**src/rtl/debounced_pio.sv**
```systemverilog
// Avalon-MM input PIO with per-channel synchroniser, debounce filter and
// selectable-edge capture feeding a maskable level interrupt.

module debounced_pio_lane #(
  parameter int DEBOUNCE_CYCLES = 50000,
  parameter bit IDLE_HIGH       = 1'b1
) (
  input  logic clk,
  input  logic rst_n,
  input  logic pin,
  output logic raw,
  output logic deb,
  output logic rise,
  output logic fall
);
  localparam int CW = $clog2(DEBOUNCE_CYCLES + 1);
  localparam logic [CW-1:0] LAST = CW'(DEBOUNCE_CYCLES - 1);

  logic          s1, s2, deb_q;
  logic [CW-1:0] cnt;

  // Any cycle where s2 agrees with deb restarts the count, so only a level
  // held for DEBOUNCE_CYCLES consecutive cycles is accepted.
  always_ff @(posedge clk) begin
    if (!rst_n) begin
      s1    <= IDLE_HIGH;
      s2    <= IDLE_HIGH;
      deb   <= IDLE_HIGH;
      deb_q <= IDLE_HIGH;
      cnt   <= '0;
    end else begin
      s1    <= pin;
      s2    <= s1;
      deb_q <= deb;
      if (s2 == deb) begin
        cnt <= '0;
      end else if (cnt == LAST) begin
        deb <= s2;
        cnt <= '0;
      end else begin
        cnt <= cnt + 1'b1;
      end
    end
  end

  assign raw  = s2;
  assign rise = deb & ~deb_q;
  assign fall = ~deb & deb_q;
endmodule

module debounced_pio #(
  parameter int WIDTH           = 4,
  parameter int DEBOUNCE_CYCLES = 50000,
  parameter bit IDLE_HIGH       = 1'b1
) (
  input  logic             clk_clk,
  input  logic             reset_reset_n,
  input  logic [WIDTH-1:0] pins_in,
  input  logic [2:0]       address,
  input  logic             read,
  input  logic             write,
  input  logic [31:0]      writedata,
  output logic [31:0]      readdata,
  output logic             irq
);
  localparam logic [2:0] A_DATA = 3'd0;
  localparam logic [2:0] A_MASK = 3'd1;
  localparam logic [2:0] A_MODE = 3'd2;
  localparam logic [2:0] A_CAP  = 3'd3;
  localparam logic [2:0] A_RAW  = 3'd4;

  logic [WIDTH-1:0] raw, deb, rise, fall;
  logic [WIDTH-1:0] irq_mask, edge_mode, edge_cap;
  logic [WIDTH-1:0] sel_edge, clr;
  logic [31:0]      rd_mux;
  logic             unused_wd;

  for (genvar i = 0; i < WIDTH; i++) begin : g_lane
    debounced_pio_lane #(
      .DEBOUNCE_CYCLES(DEBOUNCE_CYCLES),
      .IDLE_HIGH      (IDLE_HIGH)
    ) u_lane (
      .clk  (clk_clk),
      .rst_n(reset_reset_n),
      .pin  (pins_in[i]),
      .raw  (raw[i]),
      .deb  (deb[i]),
      .rise (rise[i]),
      .fall (fall[i])
    );
  end

  assign sel_edge  = (rise & ~edge_mode) | (fall & edge_mode);
  assign clr       = (write && address == A_CAP) ? writedata[WIDTH-1:0] : '0;
  assign unused_wd = ^writedata;

  always_comb begin
    rd_mux = '0;
    case (address)
      A_DATA:  rd_mux[WIDTH-1:0] = deb;
      A_MASK:  rd_mux[WIDTH-1:0] = irq_mask;
      A_MODE:  rd_mux[WIDTH-1:0] = edge_mode;
      A_CAP:   rd_mux[WIDTH-1:0] = edge_cap;
      A_RAW:   rd_mux[WIDTH-1:0] = raw;
      default: rd_mux = '0;
    endcase
  end

  // A new edge is OR-ed in after the W1C clear, so it wins a same-cycle race.
  always_ff @(posedge clk_clk) begin
    if (!reset_reset_n) begin
      irq_mask  <= '0;
      edge_mode <= '0;
      edge_cap  <= '0;
      readdata  <= '0;
    end else begin
      if (write && address == A_MASK) irq_mask  <= writedata[WIDTH-1:0];
      if (write && address == A_MODE) edge_mode <= writedata[WIDTH-1:0];
      edge_cap <= (edge_cap & ~clr) | sel_edge;
      if (read) readdata <= rd_mux;
    end
  end

  assign irq = |(edge_cap & irq_mask);
endmodule
```
**config.mk**
```make
export PLATFORM = sky130hd
export DESIGN_NAME = debounced_pio
export DESIGN_NICKNAME = d
export VERILOG_FILES = /design/src/rtl/debounced_pio.sv
export SDC_FILE = /design/constraint.sdc
export NUM_CORES = 1
export LEC_CHECK = 0
export BUFFER_PORTS_ARGS = -buffer_cell sky130_fd_sc_hd__clkbuf_2
export CAP_MARGIN = 30
export CORE_AREA = 2 2 175 91
export DETAILED_ROUTE_END_ITERATION = 16
export DIE_AREA = 0 0 177 93
export GPL_TIMING_DRIVEN = 0
export PLACE_DENSITY = 0.58
export SYNTH_ARGS = -nofsm -noshare
export SYNTH_HDL_FRONTEND = slang
export SYNTH_SLANG_ARGS = --single-unit
```
**constraint.sdc**
```tcl
create_clock -name clk_clk -period 2.3 [get_ports clk_clk]
set_input_delay 0.46 -clock clk_clk [delete_from_list [all_inputs] [get_ports clk_clk]]
set_output_delay 0.46 -clock clk_clk [all_outputs]
set_load 0.005 [all_outputs]
```
==> flow_summary_export.csv, run 1 <==
group,metric,value,unit
timing,fmax,467,MHz
synth,synth_area,4400,um2
clocking,clock_sinks,96,
place,place_area,4840,um2
timing,setup_ws,0.157,ns
finish,antenna_cells,0,
timing,tns,0,ns
finish,design_area,5220,um2
floorplan,io_pins,76,
place,io_buffers,18,
global_route,grt_overflow,0,
detailed_routing,drc,0,
synth,synth-edff-count,0,
synth,seq_area_frac_synth,43.7,%
critical_path,crit_fanout,10,
timing,relSlewSlack,64.3,%
global_route,grt_pass1_vias,3192,
finish,drive_above_1_share,12.7,%
detailed_routing,wl_per_cell,12.3,um
place,placed_cells,741,
floorplan,start_util,29.3,%
synth,synth-main-ff-cell,"dfxtp_1",
floorplan,core,15000,um2
detailed_routing,drtIter0Drc,272,
timing,min_period_over_period,93.2,%
detailed_routing,vias_per_cell,4.48,
timing,fin_skew,0.00790,ns
pwr,p_per_area,706,nW/um2
synth,ys_types,40,
timing,setup_viol,0,
global_route,antenna_found_initial,0,
finish,utilization,34.8,%
run,maxCapViolCount,0,
synth,synth_area_leaders,"dfxtp_1 (44%), xnor2_1 (9.6%), nor2_1 (6.9%)",
timing,final_max_slew_viol_count,0,
pwr,leakage,1.78,nW
critical_path,worstPathArrival,2.35,ns
place,pre_cts_slack,0.154,ns
critical_path,cp_data_required_time,2.51,ns
critical_path,critPathCaptureType,"flip-flop",
clocking,cts_setup_buffers,0,
critical_path,cp-start-kind,"flip-flop",
synth,ys_seq_elements,96,
floorplan,die_area,16500,um2
synth,synth_async_sr_flop_share,0,%
synth,yosys_warnings,0,
global_route,grt_pass1_wl,15900,um
clocking,clock-root-buffer,"clkbuf_16",
detailed_routing,ant_nets,0,
timing,hold_viol_final,0,
clocking,h-tree-depth,3,
floorplan,fp.dieW,177,um
floorplan,num_rows,32,
timing,holdWs,0.314,ns
pwr,p_total,3.69,mW
synth,yosys.area.top_type,"dfxtp_1",
clocking,cts-resized-gates,0,
clocking,clock_latency,0.34,ns
min_path,min_path_type,"input port to flip-flop",
clocking,cts_buffers,9,
place,dp_hpwl,7020,um
clocking,hold_buffers,0,
clocking,cts_tree,"done",
timing,rsz0062_at_grt,"no",
pwr,vdd_drop_max,0.321,mV
clocking,clk_pin_slew,0.07,ns
detailed_routing,routed_wirelength,9290,um
timing,tightest_slew,0.536,ns
synth,synth_top_area_share,43.7,%
status,status,"finished, final reports clean",
critical_path,crit_type,"flip-flop to flip-flop",
synth,syn_avg_cell_area,8.94,um2
global_route,grt_max_degree,17,
timing,period_minus_slack,2.14,ns
clocking,cts_buffer_depth,2,
finish,final_cells,757,
detailed_routing,vias,3393,
place,routabilityCongestion,0.810,
finish,nets,595,
finish,fill_cells,1517,
floorplan,die-height,93,um
synth,postSynthCellCount,492,
global_route,grt_use_total,12.3,%
finish,area_delta_synth_final,18.7,%
detailed_routing,first_pass_iters,5,
## final timing paths
check	slack [ns]	depth (start not counted)	from	end
max	0.16	6	g_lane[3].u_lane.cnt[0]	g_lane[3].u_lane.cnt[6]
min	0.31	2	pins_in[3]	g_lane[3].u_lane.s1
max reg2reg	0.16	6	g_lane[3].u_lane.cnt[0]	g_lane[3].u_lane.cnt[6]
min reg2reg	0.40	1	g_lane[2].u_lane.s1	g_lane[2].u_lane.raw
## layout make-up
type | count | area (um2) | share of cell area (%)
Clock buffer | 10 | 239 | 4.58
Clock inverter | 6 | 138 | 2.64
Tap cell | 204 | 255 | 4.89
Multi-Input combinational cell | 363 | 2230 | 42.8
Inverter | 20 | 75.1 | 1.44
Sequential cell | 96 | 1920 | 36.8
Timing Repair Buffer | 18 | 90.1 | 1.73
Buffer | 40 | 267 | 5.11
## Yosys cell counts, types with 12 or more instances
cell and count:
nand4_1 16, buf_4 28, dfxtp_1 96, nor4_1 20
nand2_1 31, nand2b_1 15, xor2_1 12, inv_1 20
nand3_1 20, xnor2_1 48, nor2_1 81, nor3_1 12
## layer usage
| metal | global-route usage, % | vias up | routed length (um) |
|---|---|---|---|
| met4 | 2.82 | 0 | 71 |
| met1 | 19.0 | 1582 | 5240 |
| li1 | - | 1733 | - |
| met5 | 0 | - | 0 |
| met3 | 3.74 | 8 | 495 |
| met2 | 16.1 | 70 | 3480 |
## logic make-up (layout without fill, tap and decap cells)
| group | after synthesis | after routing | synth area share [%] |
|---|---|---|---|
| buffers and inverters | 60 | 94 | 7.77 |
| AND/OR/NAND/NOR | 232 | 232 | 27.7 |
| multiplexers | 14 | 14 | 3.56 |
| adder cells (fa/ha/maj) | 4 | 4 | 1.14 |
| AO/OA/AOI/OAI | 25 | 25 | 4.13 |
| XOR/XNOR | 60 | 60 | 12.0 |
| flip-flops | 96 | 96 | 43.7 |
| other | 1 | 28 | 0.0853 |
## flip-flops by register name, summed over array words and instances (netlist names)
name and flops:
edge_cap 4, edge_mode 4, g_lane.u_lane.cnt 64, g_lane.u_lane.deb 4, g_lane.u_lane.deb_q 4, g_lane.u_lane.raw 4, g_lane.u_lane.s1 4, irq_mask 4
readdata 4
## cells in the final DEF, fill, tap and decap left out, drive strengths merged
cell type   n
nand2b     15
nand3b      1
mux2i      10
nor4bb      6
nand4bb     1
clkinv      1
buf        29
conb       28
o2bb2ai     3
dfxtp      96
a21boi      3
mux2        3
nand3      21
nor4b       1
a21oi       3
o221ai      1
or4         2
nand2      31
nor2b      11
and3        7
and4b       3
nor2       81
mux4        1
nor3       12
a221oi      1
nand4      16
clkbuf     39
inv        21
ha          4
bufinv      4
o211ai      2
xor2       12
nor4       20
o22ai       3
nand4b      3
nor3b       1
xnor2      48
a22oi       8
a31oi       1
## power breakdown
group | switching [mW] | total (mW) | internal (mW)
clock | 0.640 | 1.85 | 1.21
combinational | 0.0804 | 0.153 | 0.0722
sequential | 0.0112 | 1.69 | 1.68
total | 0.732 | 3.69 | 2.96
## worst max-delay path: stages, from the launching register on
cell	delay, ns
dfxtp_1	0.38
ha_1	0.19
nand3_1	0.26
nand4b_1	0.35
nand3_1	0.31
clkbuf_1	0.41
nor2_1	0.10
Power figures use the tool's default switching activity.
==> run 2, diff against run 1 <==
- CORE_AREA: 2 2 175 91 -> 2 2 143 75
- DIE_AREA: 0 0 177 93 -> 0 0 145 77
- PLACE_DENSITY: 0.58 -> 0.77
==> flow_summary_export.csv, run 2 (synthesis results as in run 1) <==
group,metric,value,unit
status,status,"finished, final reports clean",
global_route,antenna_found_initial,0,
place,dp_hpwl,6510,um
clocking,cts_buffers,9,
floorplan,die_area,11200,um2
finish,most-common-layout-cells,"dfxtp_1 (96), nor2_1 (81), xnor2_1 (48)",
clocking,cts_buffer_depth,2,
place,io_buffers,18,
critical_path,cp_top_family,"simple AND/OR/NAND/NOR gates",
critical_path,worstPathArrival,2.28,ns
timing,hold_viol_final,0,
finish,antenna_cells,0,
detailed_routing,first_pass_iters,5,
pwr,p_per_area,645,nW/um2
pwr,vdd_drop_max,0.381,mV
timing,fmax,485,MHz
clocking,cts_setup_buffers,0,
critical_path,cp_common_cell,"nand3_1",
clocking,clock_latency,0.35,ns
clocking,hold_buffers,0,
pwr,leakage,1.73,nW
detailed_routing,wl_per_cell,12.7,um
floorplan,fp.dieW,145,um
finish,nets,595,
timing,min_period_over_period,89.6,%
critical_path,crit_chain,"ha_1, nand3_1, nand4b_1, nand3_1, clkbuf_1, nor2_1",
critical_path,crit_type,"flip-flop to flip-flop",
global_route,grt_overflow,0,
clocking,clk_pin_slew,0.06,ns
floorplan,start_util,44.3,%
critical_path,reg2regPathDepth,6,
floorplan,die-height,77,um
detailed_routing,ant_nets,0,
run,maxCapViolCount,0,
timing,tns,0,ns
timing,rsz0062_at_grt,"no",
timing,fin_skew,0.0101,ns
finish,multi_input_area,2230,um2
timing,period_minus_slack,2.06,ns
place,routabilityCongestion,0.821,
min_path,whs_path_depth,2,
detailed_routing,drc,0,
global_route,grt_max_degree,16,
timing,final_max_slew_viol_count,0,
clocking,cts-resized-gates,0,
detailed_routing,drtIter0Drc,172,
clocking,h-tree-depth,3,
floorplan,io_pins,76,
critical_path,crit_fanout,10,
place,place_area,4760,um2
global_route,grt_pass1_vias,3164,
finish,design_area,5050,um2
floorplan,core,9920,um2
clocking,cts_tree,"done",
detailed_routing,vias,3460,
clocking,clock-root-buffer,"clkbuf_16",
finish,area_delta_synth_final,14.8,%
global_route,grt_use_total,16.7,%
finish,largest_register_ff_count,64,
timing,tightest_slew,0.537,ns
critical_path,critical-path-slowest-cell,"clkbuf_1",
finish,fill_cells,904,
critical_path,cp_num_buf_inv,1,
floorplan,num_rows,26,
timing,setup_viol,0,
finish,regArea,1920,um2
finish,drive_above_1_share,12.5,%
detailed_routing,routed_wirelength,8790,um
min_path,min_path_type,"input port to flip-flop",
critical_path,cp_data_required_time,2.52,ns
timing,relSlewSlack,64.2,%
critical_path,worst_path_largest_cell_delay,0.38,ns
critical_path,cp-start-kind,"flip-flop",
finish,final_common_cell,"dfxtp_1",
finish,top_register,"g_lane.u_lane.cnt",
detailed_routing,vias_per_cell,4.99,
clocking,clock_sinks,96,
critical_path,path_depth,6,
global_route,grt_pass1_wl,14900,um
critical_path,critPathCaptureType,"flip-flop",
run 2: layer usage:
| metal | up-vias | share of wire [%] | routed length, um | GRT usage (%) |
|---|---|---|---|---|
| li1 | 1733 | - | - | - |
| met1 | 1600 | 49 | 4310 | 23.2 |
| met2 | 121 | 41 | 3600 | 23.8 |
| met3 | 6 | 9.3 | 820 | 6.96 |
| met4 | 0 | 0.69 | 61 | 4.46 |
| met5 | - | 0 | 0 | 0 |
run 2: final timing paths:
check	from	endpoint	slack (ns)
max reg2reg	g_lane[3].u_lane.cnt[0]	g_lane[3].u_lane.cnt[15]	0.24
max	g_lane[3].u_lane.cnt[0]	g_lane[3].u_lane.cnt[15]	0.24
min reg2reg	g_lane[3].u_lane.s1	g_lane[3].u_lane.raw	0.40
min	pins_in[0]	g_lane[0].u_lane.s1	0.29
run 2: area by class of cell:
cell class              count  area share [%]
clock inverters             4           0.570
inverters                  20            1.49
flip-flops and latches     96            38.1
multi-input cells         363            44.3
well taps                 140            3.47
repair buffers             18            1.78
clock buffers              12            5.08
plain buffers              40            5.28
run 2: power by group:
group / total [mW] / leakage [nW] / switching (mW) / internal (mW)
clock: 1.42 / 0.135 / 0.627 / 0.792
combinational: 0.149 / 0.822 / 0.0765 / 0.0721
sequential: 1.69 / 0.776 / 0.0109 / 1.68
run 2: per-stage QoR:
stage	instances	power (mW)	setup WS [ns]	utilization [%]	hold WS [ns]
4_1_cts	693	3.29	0.226	50.9	0.284
2_1_floorplan	519	1.83	0.541	-	0.386
3_3_place_gp	677	1.87	0.335	48.0	0.389
5_1_grt	693	3.39	0.0164	50.9	0.303
6_report	693	3.26	0.239	50.9	0.292
3_5_place_dp	677	1.87	0.210	48.0	0.391
==> run 3, diff against run 2 <==
- BUFFER_PORTS_ARGS: -buffer_cell sky130_fd_sc_hd__clkbuf_2 -> -buffer_cell sky130_fd_sc_hd__buf_2
- CORE_AREA: 2 2 143 75 -> 2 2 146 77
- DIE_AREA: 0 0 145 77 -> 0 0 148 79
- PLACE_DENSITY: 0.77 -> 0.76
- SYNTH_HIERARCHICAL: unset -> 1
==> flow_summary_export.csv, run 3 <==
group,metric,value,unit
global_route,grt_overflow,0,
finish,area_delta_synth_final,14.0,%
synth,ys_seq_elements,96,
synth,synth_top_cells_by_count,"dfxtp_1 (96), nor2_1 (76), xnor2_1 (52)",
global_route,antenna_found_initial,0,
clocking,cts_setup_buffers,0,
critical_path,r2r_start,"g_lane[1].u_lane/cnt[9]",
critical_path,cp_data_required_time,2.54,ns
synth,yosys.area.top_type,"dfxtp_1",
pwr,p_per_area,616,nW/um2
critical_path,critPathCaptureType,"flip-flop",
pwr,switching_power,701,uW
finish,antenna_cells,0,
synth,synth_area_leaders,"dfxtp_1 (42%), xnor2_1 (9.9%), nor2_1 (6.2%)",
critical_path,worstPathArrival,2.24,ns
timing,period_minus_slack,2.00,ns
detailed_routing,ant_nets,0,
critical_path,r2r-end,"g_lane[1].u_lane/cnt[10]",
pwr,leakage,1.70,nW
place,pre_cts_slack,0.380,ns
min_path,whs_path_depth,2,
floorplan,num_rows,27,
floorplan,core,10500,um2
pwr,pwr-share-seq,52.5,%
timing,min_period_over_period,86.9,%
finish,design_area,5220,um2
synth,synth_async_sr_flop_share,0,%
synth,synth_top_area_share,42.0,%
place,io_buffers,17,
pwr,p_comb_share,5.0,%
status,status,"finished, final reports clean",
synth,synth_most_common_cell,"dfxtp_1",
critical_path,r2r_slack,0.30,ns
detailed_routing,drc,0,
place,dp_hpwl,7220,um
clocking,clock_sinks,96,
clocking,cts_buffer_depth,2,
critical_path,cp-start-kind,"flip-flop",
timing,relSlewSlack,60.8,%
finish,most-common-layout-cells,"dfxtp_1 (96), nor2_1 (76), xnor2_1 (52)",
synth,synth_area,4580,um2
min_path,hp-start,"pins_in[2]",
timing,setup_viol,0,
clocking,cts_buffers,9,
timing,tns,0,ns
detailed_routing,wl_per_cell,14.0,um
floorplan,die_area,11700,um2
clocking,cts-resized-gates,0,
synth,yosys_warnings,6,
critical_path,crit_type,"flip-flop to flip-flop",
min_path,min_path_type,"input port to flip-flop",
synth,ys_types,43,
floorplan,fp.dieW,148,um
synth,synth-edff-count,0,
detailed_routing,vias_per_cell,5.02,
run,maxCapViolCount,0,
pwr,intPower,2.52,mW
global_route,grt_use_total,17.7,%
clocking,cts_tree,"done",
clocking,clock_latency,0.34,ns
global_route,grt_pass1_vias,3362,
clocking,hold_buffers,0,
timing,fin_skew,0.00637,ns
synth,syn_avg_cell_area,9.27,um2
synth,seq_area_frac_synth,42.0,%
finish,drive_above_1_share,16.4,%
finish,largest_register_ff_count,64,
floorplan,start_util,43.4,%
finish,final_common_cell,"dfxtp_1",
detailed_routing,first_pass_iters,4,
pwr,swShare,21.8,%
global_route,grt_pass1_wl,16600,um
timing,hold_viol_final,0,
clocking,clk_pin_slew,0.07,ns
synth,postSynthCellCount,494,
pwr,vdd_drop_max,0.317,mV
pwr,clock_power_share,42.5,%
finish,nets,596,
timing,rsz0062_at_grt,"no",
critical_path,crit_fanout,10,
timing,fmax,500,MHz
place,routabilityCongestion,0.873,
timing,setup_ws,0.301,ns
critical_path,reg2regPathDepth,5,
finish,utilization,49.5,%
min_path,worstHoldEndpoint,"g_lane[2].u_lane/s1",
detailed_routing,drtIter0Drc,237,
timing,final_max_slew_viol_count,0,
place,place_area,4950,um2
detailed_routing,routed_wirelength,9760,um
clocking,h-tree-depth,3,
clocking,clock-root-buffer,"clkbuf_16",
pwr,p_total,3.22,mW
floorplan,die-height,79,um
finish,top_register,"g_lane.u_lane/cnt",
detailed_routing,vias,3512,
synth,synth-main-ff-cell,"dfxtp_1",
global_route,grt_max_degree,27,
timing,tightest_slew,0.588,ns
floorplan,io_pins,76,
run 3: layout make-up:
cell class,instances,area [um2]
fillers,951,5320
multi-input cells,365,2360
flip-flops and latches,96,1920
plain buffers,38,310
clock buffers,11,243
well taps,145,181
inverters,22,87.6
repair buffers,17,85.1
clock inverters,5,32.5
run 3: power groups by stage:
| stage | Combinational [mW] | Sequential [mW] | Clock [mW] |
|---|---|---|---|
| after floorplan | 0.114 | 1.72 | 0 |
| after global routing | 0.177 | 1.69 | 1.48 |
| after CTS | 0.158 | 1.69 | 1.41 |
| after detailed placement | 0.158 | 1.73 | 0 |
| final | 0.161 | 1.69 | 1.37 |
| after global placement | 0.154 | 1.72 | 0 |
run 3: critical path, cell delays in order (launching register included):
cell	delay (ns)
dfxtp_1	0.45
or4b_1	0.51
or4_4	0.57
nand3_4	0.16
buf_8	0.15
nor2_1	0.05
run 3: per-stage QoR:
step / hold slack, ns / std cells
after detailed placement: 0.397 / 683
after global routing: 0.293 / 699
after floorplan: 0.386 / 521
final: 0.300 / 699
after global placement: 0.390 / 683
after CTS: 0.287 / 699
run 3: how the worst max path moves through the flow:
stage | startpoint | depth (start not counted) | slack (ns) | end
3_3_place_gp | g_lane[3].u_lane/cnt[10] | 5 | 0.42 | g_lane[3].u_lane/cnt[11]
6_report | g_lane[1].u_lane/cnt[9] | 5 | 0.30 | g_lane[1].u_lane/cnt[10]
2_1_floorplan | g_lane[0].u_lane/cnt[10] | 5 | 0.52 | g_lane[0].u_lane/cnt[4]
5_1_grt | g_lane[1].u_lane/cnt[9] | 5 | 0.23 | g_lane[1].u_lane/cnt[8]
3_5_place_dp | g_lane[2].u_lane/cnt[9] | 5 | 0.38 | g_lane[2].u_lane/cnt[10]
4_1_cts | g_lane[1].u_lane/cnt[9] | 5 | 0.30 | g_lane[1].u_lane/cnt[10]
run 3: kinds of logic (layout without fill, tap and decap cells):
kind of cell	count (synthesis)	count (layout)	share of synthesized area [%]
buffers and inverters	60	93	8.69
adders and majority gates	4	4	1.09
and+or+nand+nor	232	232	28.7
muxes	23	23	5.19
other	1	28	0.0819
xor gates and xnor gates	60	60	11.5
AOI/OAI and AO/OA	18	18	2.84
DFF	96	96	42.0
run 3: metal layers:
layer / GRT usage (%) / vias to the layer above / wire length [um]
li1: - / 1748 / -
met1: 25.1 / 1653 / 4920
met2: 26.2 / 97 / 4160
met3: 5.63 / 14 / 536
met4: 4.29 / 0 / 144
met5: 0 / - / 0
